[src/rtl/csa_resolver32.sv]
// csa_resolver32: resolves a carry-save sum/carry pair to binary, SLICE_W bits per cycle.
// Optional signed-overflow flag is built only when CSA_RESOLVER_OVF_EN is defined.
module csa_resolver32 #(
    parameter int WIDTH   = 32,
    parameter int SLICE_W = 8
) (
    input  logic             clk,
    input  logic             rst_n,
    input  logic             in_valid,
    output logic             in_ready,
    input  logic [WIDTH-1:0] in_sum,
    input  logic [WIDTH-1:0] in_carry,
    input  logic             in_cin,
    output logic             out_valid,
    input  logic             out_ready,
    output logic [WIDTH-1:0] out_result,
    output logic             out_cout,
    output logic             out_ovf
);
    localparam int NSLICE = WIDTH / SLICE_W;
    localparam int IDX_W  = (NSLICE > 1) ? $clog2(NSLICE) : 1;
    localparam logic [IDX_W-1:0] LAST_IDX = IDX_W'(NSLICE - 1);

    typedef enum logic [1:0] {
        IDLE,
        BUSY,
        DONE
    } state_t;

    state_t state;
    state_t state_nxt;

    logic [WIDTH-1:0]   sum_q;
    logic [WIDTH-1:0]   carry_q;
    logic [IDX_W-1:0]   slice_idx;
    logic               slice_carry;
    logic [SLICE_W-1:0] res_sl   [NSLICE];
    logic [SLICE_W-1:0] sum_sl   [NSLICE];
    logic [SLICE_W-1:0] carry_sl [NSLICE];
    logic [SLICE_W-1:0] sum_cur;
    logic [SLICE_W-1:0] carry_cur;
    logic [SLICE_W:0]   slice_add;
    logic               accept;
    logic               last_slice;

    for (genvar g = 0; g < NSLICE; g++) begin : g_slice
        assign sum_sl[g]                       = sum_q[g*SLICE_W +: SLICE_W];
        assign carry_sl[g]                     = carry_q[g*SLICE_W +: SLICE_W];
        assign out_result[g*SLICE_W +: SLICE_W] = res_sl[g];
    end

    assign in_ready   = (state == IDLE) & rst_n;
    assign out_valid  = (state == DONE);
    assign accept     = in_valid & in_ready;
    assign last_slice = (state == BUSY) && (slice_idx == LAST_IDX);

    // One SLICE_W-bit adder shared by every slice; the slice carry ripples through a register.
    assign sum_cur   = sum_sl[slice_idx];
    assign carry_cur = carry_sl[slice_idx];
    assign slice_add = {1'b0, sum_cur} + {1'b0, carry_cur} + {{SLICE_W{1'b0}}, slice_carry};

    always_comb begin
        state_nxt = state;
        case (state)
            IDLE:    if (accept) state_nxt = BUSY;
            BUSY:    if (last_slice) state_nxt = DONE;
            DONE:    if (out_ready) state_nxt = IDLE;
            default: state_nxt = IDLE;
        endcase
    end

    always_ff @(posedge clk) begin
        if (!rst_n) begin
            state       <= IDLE;
            slice_idx   <= '0;
            slice_carry <= 1'b0;
            sum_q       <= '0;
            carry_q     <= '0;
            out_cout    <= 1'b0;
            for (int unsigned i = 0; i < NSLICE; i++) begin
                res_sl[i] <= '0;
            end
        end else begin
            state <= state_nxt;
            case (state)
                IDLE: begin
                    if (accept) begin
                        sum_q       <= in_sum;
                        carry_q     <= in_carry;
                        slice_carry <= in_cin;
                        slice_idx   <= '0;
                    end
                end
                BUSY: begin
                    res_sl[slice_idx] <= slice_add[SLICE_W-1:0];
                    slice_carry       <= slice_add[SLICE_W];
                    if (last_slice) begin
                        out_cout  <= slice_add[SLICE_W];
                        slice_idx <= '0;
                    end else begin
                        slice_idx <= slice_idx + 1'b1;
                    end
                end
                default: ;
            endcase
        end
    end

`ifdef CSA_RESOLVER_OVF_EN
    logic ovf_q;
    logic top_cin;

    // Carry into the MSB recovered from the top slice's MSB operand and result bits.
    assign top_cin = sum_cur[SLICE_W-1] ^ carry_cur[SLICE_W-1] ^ slice_add[SLICE_W-1];

    always_ff @(posedge clk) begin
        if (!rst_n) begin
            ovf_q <= 1'b0;
        end else if (last_slice) begin
            ovf_q <= top_cin ^ slice_add[SLICE_W];
        end
    end

    assign out_ovf = ovf_q;
`else
    assign out_ovf = 1'b0;
`endif

endmodule

[config.mk]
export PLATFORM = sky130hd
export DESIGN_NAME = csa_resolver32
export DESIGN_NICKNAME = d
export VERILOG_FILES = /design/src/rtl/csa_resolver32.sv
export SDC_FILE = /design/constraint.sdc
export NUM_CORES = 1
export LEC_CHECK = 0
export ABC_AREA = 1
export ABC_CLOCK_PERIOD_IN_PS = 3200
export CORE_MARGIN = 2
export CORE_UTILIZATION = 50
export CTS_BUF_LIST = sky130_fd_sc_hd__clkbuf_16
export DETAILED_ROUTE_END_ITERATION = 12
export GPL_TIMING_DRIVEN = 0
export PLACE_DENSITY = 0.78
export SLEW_MARGIN = 20
export SYNTH_ARGS = -nofsm -noshare
export SYNTH_HDL_FRONTEND = slang
export SYNTH_SLANG_ARGS = --single-unit
[constraint.sdc]
create_clock -name clk -period 3.2 [get_ports clk]
set_input_delay 0.64 -clock clk [delete_from_list [all_inputs] [get_ports clk]]
set_output_delay 0.64 -clock clk [all_outputs]
set_load 0.02 [all_outputs]
[Word-level counts from Yosys, hierarchy flattened]
Memory sizes are Yosys's and may differ from the RTL's.
Cells that the tools add are included.
Word-level totals
  memories: 1
  register bits after elaboration: 70
  bits in writable memories: 32
  word-level logic and storage cells: 50
  input bits: 69
  output and inout port bits: 36
Operators by class
  bitwise gates (word level): 3
  eq/ne operators: 6
  multiplexer cells: 22
  $add $sub $neg: 3
  $lt $le $gt $ge: 1
  reduce and logical (&&, ||, !) cells: 8
Memories
  res_sl: words 4, bits a word 8, rd ports 4, clocked after Yosys merged registers in 0, write ports 4, RTL line 37  | logic [SLICE_W-1:0] res_sl [NSLICE];
Operator list (count)
  8-bit 2-to-1 mux: 5
  8-bit binary-select mux with 2-bit select: 2
  2-bit 2-to-1 mux: 6
  8-bit by 8-bit adder with 9-bit output: 1
  9-bit by 1-bit adder with 9-bit output: 1
  8-bit OR reduction: 1
  1-bit 2-to-1 mux: 6
  2-bit case mux with 3 select lines: 1
  2-bit AND reduction: 3
  2-bit == test, second input constant: 2
  2-bit != test, second input constant: 2
  2-bit case mux with 2 select lines: 1
  3-bit greater-or-equal comparator, second input constant: 1
  2-bit NOT with 3-bit output: 1
  3-bit AND reduction: 1
  2-bit by 1-bit adder with 2-bit output, second input constant: 1
  1-bit AND: 2
  2-bit by 1-bit == test with 1-bit output, second input constant: 1
  2-bit logical NOT: 1
  2-bit by 1-bit != test with 1-bit output, second input constant: 1
  1-bit case mux with 2 select lines: 1
  2-bit nonzero test: 1
  1-bit logical AND: 1

[Longest topological paths before layout]
  depth after elaboration: 7
  mapped depth: 16
  depth with buffers taken out: 14

[Worst setup path after synthesis]
No wires, ideal clock.
  path type: reg-to-reg
  from: register slice_idx[0]
  to: memory res_sl[0][6] (data pin)
  path buffers: 2
  setup time: 0.257 ns
  data required time: 2.943 ns
  clock period less this slack: 2.660 ns
  cell stages (with the launch flop): 16
  arrival: 2.403 ns
  slack: 0.540 ns
  path through: dfxtp_1 buf_2 clkinv_1 clkbuf_1 nor2_1 o22ai_1 fa_1 fa_1 nand2_1 nand3_1 nand2_1 inv_1 nand2_1 nand3_1 nand2_1 nor2_1
RTL lines
  from (decl): RTL line 35  | logic [IDX_W-1:0] slice_idx;
  from (signal assigned): RTL line 101  | slice_idx <= slice_idx + 1'b1;
  to (decl): RTL line 37

==> flow_summary_export.csv <==
group,metric,value,unit
detailed_routing,final_antenna_net_count,0,
job,drv_cap,0,
setup_path,crit_slowest_cell,"fa_1",
cells_and_area,area_growth,32.1,%
clock_network,numCtsBuffers,9,
synthesis,yosys-top-cells-count,"nand3_1, nand2_1, dfxtp_1",
sta,worst_pin_slew,0.705,ns
global_routing,overflow,0,
sta,finalClockSkew,0.00864,ns
clock_network,clk_pin_slew,0.07,ns
synthesis,synth_seq_cells,102,
floorplanning,die_y,99.3,um
setup_path,startpoint_type,"flop",
floorplanning,pin_count,105,
global_routing,first_global_vias,4058,
clock_network,cts_tree,"yes",
power,p_total,0.00328,W
floorplanning,core-area,8760,um2
global_routing,grt_pass1_wl,19600,um
global_routing,grt_max_degree,17,
synthesis,netlist_area,4540,um2
cells_and_area,antennaDiodeCount,0,
sta,layout_setup_ws,0.191,ns
placed_design,gp_congestion,0.901,
detailed_routing,routed_wl,12500,um
clock_network,cts_root_buf,"clkbuf_16",
clock_network,clkSinkCount,102,
synthesis,yosys.area.top_type,"dfxtp_1",
detailed_routing,viasPerCell,5.42,
synthesis,syn-num-nets,634,
setup_path,path_common_cell,"nand2_1",
setup_path,crit_arrival,3.10,ns
global_routing,antenna_found_initial,0,
setup_path,rrSetupSlack,0.19,ns
synthesis,yosys.area.top_type_share,30.8,%
synthesis,netlist_instances,555,
floorplanning,num_rows,34,
cells_and_area,drive_gt1_share,6.37,%
detailed_routing,first_iter_violations,216,
worst_hold_path,hold_path_class,"flop to flop",
detailed_routing,post-route-drc-count,0,
sta,slew_headroom,52.7,%
sta,grt_setup_unrepaired,"false",
sta,maxSlewViolCount,0,
synthesis,synthTopCellsByArea,"dfxtp_1, edfxtp_1, nand3_1, nand2_1, nor2_1",
setup_path,crit_fanout,10,
global_routing,grt.total_usage,25.5,%
placed_design,io_buffers,102,
floorplanning,start_util,51.8,%
power,combPwrFrac,24.1,%
detailed_routing,via_count,4241,
cells_and_area,utilization,68.5,%
cells_and_area,nets,749,
detailed_routing,first_pass_iters,6,
clock_network,clockBufferDepth,2,
power,p_switching,0.00101,W
setup_path,crit_path_end_kind,"flop",
synthesis,yosysWarnings,0,
synthesis,avgSynthCellArea,8.19,um2
sta,max_freq,0.332,GHz
synthesis,synth_edf_count,32,
clock_network,clk_latency,0.34,ns
power,seqPwrFrac,45.7,%
power,leakagePower,2.65,nW
setup_path,slowest_delay,0.42,ns
cells_and_area,final_cell_area,6000,um2
floorplanning,die_x,99.3,um
sta,setup-violations-final,0,
setup_path,critPathRequiredTime,3.29,ns
clock_network,cts_hold_buf,0,
synthesis,synth_most_common_cell,"nand3_1",
power,power_density,547,nW/um2
synthesis,ys_async_sr_fraction,0,%
clock_network,htree_levels,3,
power,p_int,0.00227,W
floorplanning,die_area,9860,um2
power,p_sw_share,30.7,%
sta,finalCritPeriodShare,94.0,%
placed_design,dpl_cell_area,5700,um2
sta,finalCriticalPeriod,3.01,ns
synthesis,ys.flop_type,"dfxtp_1",
setup_path,worstPathCellList,"clkbuf_4 > clkinvlp_4 > buf_2 > nor2_1 > o22ai_1 > fa_1 > fa_1 > nand2_1 > nand3_1 > nand2_1 > inv_1 > nand2_1 > nand3_1 > nand2_1 > nor2_1",
detailed_routing,wl_per_cell,16.0,um
power,ir_drop,0.276,mV
sta,finalHoldViolations,0,
synthesis,synth-seq-area-share,52.0,%
setup_path,critPathKind,"flop to flop",
power,power_frac_clock,30.1,%
status,status,"completed",
placed_design,dp_hpwl,9680,um
synthesis,synth.distinct_cells,29,
placed_design,pre_cts_ws,-0.0835,ns
[logic make-up after synthesis]
family	count (synthesis)	synth area share (%)
fa+ha+maj	10	3.08
simple gates	315	30.7
compound gates	58	7.00
other cells	1	0.0825
xor+xnor	3	0.578
buf+inv	66	6.58
flops	102	52.0
[critical path: cells and delay by family, from the launching register on]
kind	cells	cell delay, ns
adders and majority gates	2	0.84
AOI/OAI and AO/OA	1	0.13
and+or+nand+nor	8	0.78
buffers and inverters	4	0.68
DFF	1	0.34
[worst paths after layout]
| path | cells past startpoint | endpoint | startpoint |
|---|---|---|---|
| setup / recovery | 15 | res_sl[3][6] | slice_idx[0] |
| hold / removal | 2 | sum_q[4] | sum_q[4] |
| setup reg to reg | 15 | res_sl[3][6] | slice_idx[0] |
| hold reg to reg | 2 | sum_q[4] | sum_q[4] |
[power by group through the flow]
stage,clock [W],sequential (W),combinational [W]
3_5_place_dp,0,0.00153,0.000768
6_report,0.000988,0.00150,0.000792
3_3_place_gp,0,0.00152,0.000752
2_1_floorplan,0,0.00155,0.000433
5_1_grt,0.00104,0.00151,0.000869
4_1_cts,0.000994,0.00150,0.000774
[sequential cells by signal, summed over array words and instances (netlist names)]
signal,cells
state,2
slice_idx,2
sum_q,32
carry_q,32
out_cout,1
slice_carry,1
res_sl,32
[layout by cell type, fill, tap and decap left out, drive strengths merged, types with 3 or more instances in the layout]
master	Yosys	final
clkdlybuf4s50	0	102
clkinv	1	5
nand2	105	105
nor3	3	3
o22ai	16	16
edfxtp	32	32
clkbuf	18	27
inv	26	27
buf	21	23
nor2	66	66
dfxtp	70	70
ha	8	8
a21oi	6	6
o21ai	33	33
nand3	140	140
[layout make-up]
class	instances	area, um2
Inverter	27	105
Buffer	39	203
Tap cell	108	135
Multi-Input combinational cell	387	1890
Timing Repair Buffer	104	1040
Clock buffer	9	225
Fill cell	764	2760
Clock inverter	7	41.3
Sequential cell	102	2360
[timing repair]
action | 4_1_cts | 5_1_grt
gates resized for setup | 1 | 6
endpoints found under the setup margin | 8 | 16
endpoints found under the hold margin | 0 | 0
buffers inserted | 0 | 2
[metal layers]
| metal | global-route usage [%] | part of all wire [%] | vias up |
|---|---|---|---|
| li1 | - | - | 2115 |
| met1 | 32.1 | 43 | 1933 |
| met2 | 43.8 | 48 | 165 |
| met3 | 3.94 | 6.3 | 28 |
| met4 | 10.9 | 2.8 | 0 |
| met5 | 0 | 0 | - |
[stage by stage]
stage / setup TNS, ns / hold slack (ns) / cells
6_report: 0 / 0.464 / 783
5_1_grt: 0 / 0.478 / 783
4_1_cts: -0.0742 / 0.464 / 781
3_5_place_dp: -0.477 / 0.454 / 765
3_3_place_gp: -0.203 / 0.451 / 765
2_1_floorplan: 0 / 0.439 / 555
Note: power is estimated with default switching activity, not from simulation.
